===== config.mk =====
export PLATFORM = sky130hd
export DESIGN_NAME = uart_rx
export DESIGN_NICKNAME = d
export VERILOG_FILES = /design/src/rtl/uart_pkg.sv /design/src/rtl/sync_2ff.sv /design/src/rtl/uart_rx.sv
export SDC_FILE = /design/constraint.sdc
export NUM_CORES = 1
export LEC_CHECK = 0
export CAP_MARGIN = 30
export CORE_AREA = 2 2 64 66
export CTS_BUF_LIST = sky130_fd_sc_hd__clkbuf_2 sky130_fd_sc_hd__clkbuf_4 sky130_fd_sc_hd__clkbuf_8
export DETAILED_ROUTE_END_ITERATION = 16
export DIE_AREA = 0 0 66 68
export DONT_BUFFER_PORTS = 1
export GPL_ROUTABILITY_DRIVEN = 1
export SYNTH_ARGS = -nofsm -noshare
export SYNTH_HDL_FRONTEND = slang
export SYNTH_SLANG_ARGS = --single-unit

===== constraint.sdc =====
create_clock -name sys_clk -period 2 [get_ports sys_clk]
set_input_delay 0.4 -clock sys_clk [delete_from_list [all_inputs] [get_ports sys_clk]]
set_output_delay 0.4 -clock sys_clk [all_outputs]
set_load 0.1 [all_outputs]

===== src/rtl/uart_pkg.sv =====
// Definitions shared by the UART receiver and transmitter:
// receive-FSM state encoding, frame width and baud divider arithmetic.
package uart_pkg;

  localparam int DATA_BITS = 8;

  typedef enum logic [2:0] {
    ST_IDLE,
    ST_START,
    ST_DATA,
    ST_STOP,
    ST_BREAK
  } uart_state_t;

  // sys_clk cycles per bit, truncated the same way on both sides of the link
  function automatic int calc_bit_cnt(input int clk_freq, input int baud);
    return clk_freq / baud;
  endfunction

  function automatic int calc_half_cnt(input int clk_freq, input int baud);
    return calc_bit_cnt(clk_freq, baud) / 2;
  endfunction

endpackage


===== src/rtl/sync_2ff.sv =====
// Generic two-flop synchroniser for a single asynchronous level signal.
// RESET_VAL sets the value both flops take while rst_n is low.
module sync_2ff #(
  parameter logic RESET_VAL = 1'b0
) (
  input  logic clk,
  input  logic rst_n,
  input  logic d,
  output logic q
);

  logic meta;

  // NOTE: clocked state always uses non-blocking (<=) so every flop samples pre-edge values.
  always_ff @(posedge clk or negedge rst_n) begin
    if (!rst_n) begin
      meta <= RESET_VAL;
      q    <= RESET_VAL;
    end else begin
      meta <= d;
      q    <= meta;
    end
  end

endmodule


===== src/rtl/uart_rx.sv =====
// 8N1 UART receiver: synchronises rx, validates the start bit at mid-bit,
// samples data and stop bits at bit centres and strobes out one byte per frame.
module uart_rx
  import uart_pkg::*;
#(
  parameter int CLK_FREQ = 50_000_000,
  parameter int BAUD     = 115200
) (
  input  logic                 sys_clk,
  input  logic                 rst_n,
  input  logic                 rx,
  output logic [DATA_BITS-1:0] rx_data,
  output logic                 rx_valid,
  output logic                 frame_err,
  output logic                 busy
);

  localparam int BIT_CNT  = calc_bit_cnt(CLK_FREQ, BAUD);
  localparam int HALF_CNT = calc_half_cnt(CLK_FREQ, BAUD);
  localparam int CNT_W    = $clog2(BIT_CNT);
  localparam int IDX_W    = $clog2(DATA_BITS);

  localparam logic [CNT_W-1:0] BIT_LAST  = CNT_W'(BIT_CNT - 1);
  localparam logic [CNT_W-1:0] HALF_LAST = CNT_W'(HALF_CNT - 1);
  localparam logic [CNT_W-1:0] CNT_ONE   = CNT_W'(1);
  localparam logic [IDX_W-1:0] IDX_LAST  = IDX_W'(DATA_BITS - 1);
  localparam logic [IDX_W-1:0] IDX_ONE   = IDX_W'(1);

  uart_state_t          state;
  logic [CNT_W-1:0]     baud_cnt;
  logic [IDX_W-1:0]     bit_idx;
  logic [DATA_BITS-1:0] shreg;
  logic                 rx_sync;
  logic                 rx_prev;
  logic                 fall;

  // Idle line is high, so synchroniser and edge flop reset to 1 to avoid a false start.
  sync_2ff #(
    .RESET_VAL (1'b1)
  ) u_sync (
    .clk   (sys_clk),
    .rst_n (rst_n),
    .d     (rx),
    .q     (rx_sync)
  );

  always_ff @(posedge sys_clk or negedge rst_n) begin
    if (!rst_n) begin
      rx_prev <= 1'b1;
    end else begin
      rx_prev <= rx_sync;
    end
  end

  assign fall = rx_prev & ~rx_sync;

  always_ff @(posedge sys_clk or negedge rst_n) begin
    if (!rst_n) begin
      state     <= ST_IDLE;
      baud_cnt  <= '0;
      bit_idx   <= '0;
      shreg     <= '0;
      rx_data   <= '0;
      rx_valid  <= 1'b0;
      frame_err <= 1'b0;
      busy      <= 1'b0;
    end else begin
      // Strobes default low so each is high for exactly the cycle after its decision.
      rx_valid  <= 1'b0;
      frame_err <= 1'b0;

      case (state)
        ST_IDLE: begin
          baud_cnt <= '0;
          bit_idx  <= '0;
          if (fall) begin
            state <= ST_START;
            busy  <= 1'b1;
          end
        end

        ST_START: begin
          if (baud_cnt == HALF_LAST) begin
            baud_cnt <= '0;
            bit_idx  <= '0;
            if (!rx_sync) begin
              state <= ST_DATA;
            end else begin
              state <= ST_IDLE;
              busy  <= 1'b0;
            end
          end else begin
            baud_cnt <= baud_cnt + CNT_ONE;
          end
        end

        ST_DATA: begin
          if (baud_cnt == BIT_LAST) begin
            baud_cnt <= '0;
            shreg    <= {rx_sync, shreg[DATA_BITS-1:1]};
            if (bit_idx == IDX_LAST) begin
              state <= ST_STOP;
            end else begin
              bit_idx <= bit_idx + IDX_ONE;
            end
          end else begin
            baud_cnt <= baud_cnt + CNT_ONE;
          end
        end

        ST_STOP: begin
          if (baud_cnt == BIT_LAST) begin
            baud_cnt <= '0;
            if (rx_sync) begin
              rx_data  <= shreg;
              rx_valid <= 1'b1;
              state    <= ST_IDLE;
              busy     <= 1'b0;
            end else begin
              frame_err <= 1'b1;
              state     <= ST_BREAK;
            end
          end else begin
            baud_cnt <= baud_cnt + CNT_ONE;
          end
        end

        // A held-low line must go high before a new falling edge can start a frame.
        ST_BREAK: begin
          baud_cnt <= '0;
          if (rx_sync) begin
            state <= ST_IDLE;
            busy  <= 1'b0;
          end
        end

        default: begin
          state    <= ST_IDLE;
          baud_cnt <= '0;
          busy     <= 1'b0;
        end
      endcase
    end
  end

endmodule


==> results of run 1 <==
-- state kept, by name (all words and copies together), names as in the netlist --
register / flops
shreg: 8
u_sync.meta: 1
baud_cnt: 9
rx_valid: 1
frame_err: 1
busy: 1
u_sync.q: 1
rx_data: 8
rx_prev: 1
bit_idx: 3
state: 3
-- cell families after synthesis --
family,count (synthesis),synth area share [%]
AO/OA/AOI/OAI,12,5.71
multiplexers,17,11.5
adder cells (fa/ha/maj),5,3.76
AND/OR/NAND/NOR,42,16.7
XOR/XNOR,7,3.68
flip-flops,37,55.8
buffers and inverters,9,2.85
-- final cells by class --
class	count	area (um^2)
multi-input cells	83	688
flip-flops and latches	37	930
fillers	362	1940
inverters	4	15.0
well taps	50	62.6
repair buffers	11	97.6
clock inverters	2	37.5
clock buffers	6	82.6
-- worst max-delay path by stage --
stage | from | end | slack, ps | cells after the start
after floorplan | baud_cnt[0] | state[0] | 210 | 6
after global placement | baud_cnt[0] | state[0] | 190 | 6
after detailed placement | baud_cnt[0] | state[0] | 140 | 6
after CTS | baud_cnt[0] | state[0] | 130 | 6
after global routing | baud_cnt[0] | state[0] | 60 | 6
final | baud_cnt[0] | state[0] | 150 | 6
-- report_power, final --
part | switching (W) | internal (W) | total [W]
Combinational | 0.0000665 | 0.0000359 | 0.000102
Sequential | 0.0000187 | 0.000762 | 0.000781
Clock | 0.000264 | 0.000405 | 0.000669
-- metal layers --
| layer | global-route usage (%) | vias up | wire (um) |
|---|---|---|---|
| li1 | - | 479 | - |
| met1 | 17.9 | 493 | 1290 |
| met2 | 21.5 | 15 | 1210 |
| met3 | 4.44 | 6 | 116 |
| met4 | 6.89 | 0 | 42 |
| met5 | 0 | - | 0 |
-- worst register-to-register path: stages (launching register included) --
cell and delay [ps]:
sky130_fd_sc_hd__dfrtp_1 420, sky130_fd_sc_hd__inv_1 70, sky130_fd_sc_hd__ha_1 130, sky130_fd_sc_hd__or4b_4 470
sky130_fd_sc_hd__o211ai_2 180, sky130_fd_sc_hd__o21a_2 170, sky130_fd_sc_hd__mux2_1 310
-- metrics by stage --
stage	total power [W]	std cells
finish	0.00155	193
global route	0.00161	193
CTS	0.00158	193
detailed placement	0.000879	183
global placement	0.000877	183
floorplan	0.000864	129
-- cell usage after synthesis (2+ instances only) --
master                    instances  area [um^2]
sky130_fd_sc_hd__nor2_1          16         60.1
sky130_fd_sc_hd__nor3b_1          2         15.0
sky130_fd_sc_hd__inv_1            4         15.0
sky130_fd_sc_hd__buf_2            2         10.0
sky130_fd_sc_hd__nand3_1          5         25.0
sky130_fd_sc_hd__mux2_1           2         22.5
sky130_fd_sc_hd__xnor2_1          5         43.8
sky130_fd_sc_hd__nor2b_1          3         18.8
sky130_fd_sc_hd__xor2_1           2         17.5
sky130_fd_sc_hd__dfstp_2          3         78.8
sky130_fd_sc_hd__ha_1             5         62.6
sky130_fd_sc_hd__mux2_2          15          169
sky130_fd_sc_hd__a21oi_1          2         10.0
sky130_fd_sc_hd__a32o_1           2         20.0
sky130_fd_sc_hd__nand2_1          4         15.0
sky130_fd_sc_hd__dfrtp_1         34          851
sky130_fd_sc_hd__nor3_1           2         10.0
==> implementation parameters, run 1 <==
Parameter                              Value

Floorplanning
  Die Height ... 68 um
  I/O pin total ... 14
  Placeable core area ... 3860 um^2
  Die width ... 66 um
  Standard-cell row count ... 23
  Starting utilization of the core area ... 43.2%
  Overall die area ... 4490 um^2

Setup path
  Worst flop-to-flop path startpoint ... baud_cnt[0]
  Data required time of the worst path ... 2170 ps
  Number of cells on the worst reg-to-reg path ... 6
  Arrival time at the worst endpoint ... 2020 ps
  Type of origin of the critical path ... flop
  Largest driver fanout on the critical path ... 5
  Maximum cell stage delay along the critical path ... 470 ps
  Worst path slowest cell ... sky130_fd_sc_hd__or4b_4
  Series of cell instances along the critical path ... inv_1, ha_1, or4b_4, o211ai_2, o21a_2, mux2_1
  Kind of cell adding the most delay to the critical path ... simple AND/OR/NAND/NOR gates
  Crit path buffers/inverters ... 1
  Type of the setup path with the least slack ... reg2reg
  Reg-to-reg endpoint ... state[0]
  CP Capture Type ... flop
  R2r setup slk ... 150 ps

Flow run
  Number of violations of the max-capacitance limit ... 0

Drt
  Routed wire length ... 2660 um
  Detailed-router iteration count before antenna repair ... 4
  Mean routed wirelength per cell ... 13.8 um
  Initial DRC count ... 53
  Average vias per placed instance ... 5.15
  Total number of vias ... 993
  Number of remaining DRC errors ... 0
  Count of nets left with antenna violations after detail routing ... 0

Yosys
  Post-synthesis cell area ... 1670 um^2
  Synth cell types ... 38
  Synthesis warning total ... 0
  #FFs+latches synth ... 37
  Net count after synthesis ... 137
  Number of flops mapped to enable cells by yosys ... 0
  Cell count after synthesis ... 129
  Post-synthesis area per instance ... 12.9 um^2
  Commonest register cell after synthesis ... sky130_fd_sc_hd__dfrtp_1
  Share of synthesized flip-flops with an asynchronous set or reset ... 100%
  Part of the Yosys area used for sequential elements ... 55.8%

Clocking
  Number of buffers added by the clock tree synthesis step ... 5
  Hold bufs inserted after CTS ... 2
  Skew-Pair Late Insertion Delay ... 290 ps
  CTS-repair resized insts ... 0
  Cell at the root of the clock tree ... sky130_fd_sc_hd__clkbuf_8
  Number of sinks on the clock net ... 37
  Clock-pin slew on the worst setup and hold paths ... 70 ps
  H-tree lvl count ... 2
  Clk buf depth ... 2
  Post-CTS setup repair buffer count ... 0
  CTS tree ... done

STA
  Period utilisation layout ... 92.5%
  Max Clk Rate ... 541 MHz
  Final worst clock skew ... 7.75 ps
  Post-layout worst setup margin ... 151 ps
  Slew HR ... 40.1%
  Tightest Pin Transition ... 899 ps
  Final setup fails ... 0
  Post-layout minimum cycle time ... 1850 ps
  Worst hold slack after final layout ... 108 ps
  Final-layout setup total negative slack ... 0 ps
  Final Max Slew Viols ... 0
  Hold Fails Final Rpt ... 0
  Unrepaired setup endpoints after global routing ... no

Power
  Max rail drop VDD ... 436 uV
  Pwr per Cell Area ... 812 nW/um^2
  Pleak ... 0.889 nW

GRT
  Pin count of the biggest net entering global routing ... 38
  Initial antenna violation count ... 0
  Wire length of the first global-routing pass ... 4600 um
  Vias in the first global route ... 1,010
  Total global routing track utilization ... 14.0%
  GRT Residual Overflow ... 0

Placed design
  Last weighted congestion value of the routability-driven placer ... 0.808
  Setup WS pre-CTS ... 138 ps
  PortBufs ... 0
  Post-place instance area ... 1760 um^2
  Detailed placement HPWL ... 1820 um

Finish
  Number of nets in the finished design ... 150
  Most frequent standard cell in the layout excluding fill and tap cells ... sky130_fd_sc_hd__dfrtp_1
  Leading cell types in the layout, fill and taps excluded ... sky130_fd_sc_hd__dfrtp_1 (34), sky130_fd_sc_hd__nor2_1 (16), sky130_fd_sc_hd__mux2_2 (15), sky130_fd_sc_hd__buf_4 (9), sky130_fd_sc_hd__clkbuf_8 (6)
  Share of cells above drive strength 1 ... 31.5%
  Core occupancy in the finished layout ... 49.6%
  Finished Cell Area ... 1910 um^2
  Syn-to-layout area delta ... 14.9%
  Count of inserted antenna diode cells ... 0

Status
  Status ... finished, final reports clean

Min path
  Min-Delay Startpoint ... rx
  Type of the most critical hold path ... in2reg
  End point of the worst hold path ... u_sync.meta
  Cell depth of the worst hold path ... 0
(Power assumes the default switching activity.)
==> inputs of run 2 (changes only) <==
--- a/config.mk
+++ b/config.mk
@@ -10,7 +10,6 @@
 export CTS_BUF_LIST = sky130_fd_sc_hd__clkbuf_2 sky130_fd_sc_hd__clkbuf_4 sky130_fd_sc_hd__clkbuf_8
 export DETAILED_ROUTE_END_ITERATION = 16
 export DIE_AREA = 0 0 66 68
-export DONT_BUFFER_PORTS = 1
 export GPL_ROUTABILITY_DRIVEN = 1
 export SYNTH_ARGS = -nofsm -noshare
 export SYNTH_HDL_FRONTEND = slang
==> run 2 against run 1 <==
Net effect: non-clock buffer count increased by 8; critical path depth did not move; count of clock-buffer cells in the layout up 1; register-to-register slack about the same; clock skew decreased by 1.7 ps; largest power group unchanged.
==> implementation parameters, run 2 (synthesized netlist as in run 1, its figures left out) <==
Parameter                              Value

Power
  Comb power frac ... 6.5%
  Pleak ... 0.933 nW
  Switching power total ... 0.000339 W
  Pwr per Cell Area ... 790 nW/um^2
  Clock network fraction of design power ... 43.3%
  Max rail drop VDD ... 363 uV
  Part of the total power dissipated in sequential elements ... 50.2%
  Switching portion of total power ... 21.8%
  Internal power contribution ... 0.00122 W

Setup path
  Worst flop-to-flop path startpoint ... baud_cnt[0]
  Reg-to-reg endpoint ... state[0]
  Maximum cell stage delay along the critical path ... 470 ps
  Number of cells on the worst reg-to-reg path ... 6
  Worst path slowest cell ... sky130_fd_sc_hd__or4b_4
  Data required time of the worst path ... 2170 ps
  Arrival time at the worst endpoint ... 2030 ps
  Crit path buffers/inverters ... 1
  Largest driver fanout on the critical path ... 5
  Critical Path Source ... baud_cnt[0]
  Kind of cell adding the most delay to the critical path ... simple AND/OR/NAND/NOR gates
  Type of the setup path with the least slack ... reg2reg
  CP Capture Type ... flop
  Series of cell instances along the critical path ... inv_1, ha_1, or4b_4, o211ai_2, o21a_2, mux2_1
  R2r setup slk ... 150 ps
  Type of origin of the critical path ... flop

Drt
  Count of nets left with antenna violations after detail routing ... 0
  Routed wire length ... 2710 um
  Initial DRC count ... 64
  Number of remaining DRC errors ... 0
  Detailed-router iteration count before antenna repair ... 4
  Average vias per placed instance ... 5.16
  Total number of vias ... 1,037
  Mean routed wirelength per cell ... 13.5 um

Finish
  Count of inserted antenna diode cells ... 0
  Most frequent standard cell in the layout excluding fill and tap cells ... sky130_fd_sc_hd__dfrtp_1
  Number of nets in the finished design ... 158
  Layout Cells excl Fill ... 201
  Share of cells above drive strength 1 ... 35.1%
  Largest registers ... baud_cnt x9, rx_data x8, shreg x8
  Finished Cell Area ... 1970 um^2
  Largest register FFs ... 9
  Syn-to-layout area delta ... 18.3%
  Leading cell types in the layout, fill and taps excluded ... sky130_fd_sc_hd__dfrtp_1 (34), sky130_fd_sc_hd__nor2_1 (16), sky130_fd_sc_hd__buf_4 (16), sky130_fd_sc_hd__mux2_2 (15), sky130_fd_sc_hd__clkbuf_8 (6)
  Most flop-heavy register ... baud_cnt

Placed design
  Total placed cells including tap cells ... 193
  Last weighted congestion value of the routability-driven placer ... 0.802
  Detailed placement HPWL ... 1960 um
  PortBufs ... 13
  Post-place instance area ... 1850 um^2

STA
  Post-layout minimum cycle time ... 1850 ps
  Final Max Slew Viols ... 0
  Final setup fails ... 0
  Hold Fails Final Rpt ... 0
  Unrepaired setup endpoints after global routing ... no
  Tightest Pin Transition ... 531 ps
  Slew HR ... 64.6%
  Final-layout setup total negative slack ... 0 ps
  Period utilisation layout ... 92.6%
  Max Clk Rate ... 540 MHz
  Final worst clock skew ... 6.07 ps

Floorplanning
  Die Height ... 68 um
  Die width ... 66 um
  Placeable core area ... 3860 um^2
  I/O pin total ... 14
  Starting utilization of the core area ... 43.2%
  Standard-cell row count ... 23
  Overall die area ... 4490 um^2

Clocking
  CTS tree ... done
  H-tree lvl count ... 2
  Hold bufs inserted after CTS ... 0
  Post-CTS setup repair buffer count ... 0
  Clock-pin slew on the worst setup and hold paths ... 70 ps
  Number of sinks on the clock net ... 37
  Number of buffers added by the clock tree synthesis step ... 5
  Clk buf depth ... 2
  Skew-Pair Late Insertion Delay ... 290 ps
  CTS-repair resized insts ... 0
  Cell at the root of the clock tree ... sky130_fd_sc_hd__clkbuf_8

Min path
  Type of the most critical hold path ... in2async

Status
  Status ... finished, final reports clean

GRT
  Initial antenna violation count ... 0
  Vias in the first global route ... 997
  Total global routing track utilization ... 14.6%
  GRT Residual Overflow ... 0
  Wire length of the first global-routing pass ... 4840 um
  Pin count of the biggest net entering global routing ... 26

Flow run
  Number of violations of the max-capacitance limit ... 0
[run 2: worst max path at each step]
| stage | end | slack (ps) | cells after the start |
|---|---|---|---|
| after floorplan | state[0] | 210 | 6 |
| after CTS | state[0] | 140 | 6 |
| after global placement | state[0] | 190 | 6 |
| after detailed placement | state[0] | 140 | 6 |
| after global routing | state[0] | 60 | 6 |
| final | state[0] | 150 | 6 |
[run 2: per-layer routing]
layer | share of wire (%) | GRT usage (%)
met3 | 4.8 | 5.59
met4 | 2.1 | 6.89
met2 | 47 | 20.1
met5 | 0 | 0
met1 | 46 | 20.1
[run 2: power groups by stage]
| stage | Clock (W) | Sequential (W) | Combinational [W] |
|---|---|---|---|
| 2_1_floorplan | 0 | 0.000811 | 0.0000521 |
| 3_3_place_gp | 0 | 0.000795 | 0.000102 |
| 3_5_place_dp | 0 | 0.000796 | 0.000103 |
| 4_1_cts | 0.000693 | 0.000782 | 0.000103 |
| 5_1_grt | 0.000724 | 0.000785 | 0.000112 |
| 6_report | 0.000674 | 0.000782 | 0.000101 |
[run 2: area by class of cell]
type	count	area, um^2
Timing Repair Buffer	19	155
Inverter	4	15.0
Clock buffer	7	90.1
Multi-Input combinational cell	83	688
Sequential cell	37	930
Clock inverter	1	30.0
Fill cell	350	1890
Tap cell	50	62.6
[run 2: through the flow]
stage	power [W]	util [%]	setup WS, ps	hold WS, ps
finish	0.00156	51.1	148	87.2
global route	0.00162	51.1	56.7	129
CTS	0.00158	51.1	139	105
detailed placement	0.000899	48.0	141	353
global placement	0.000897	48.0	185	347
floorplan	0.000864	-	206	104
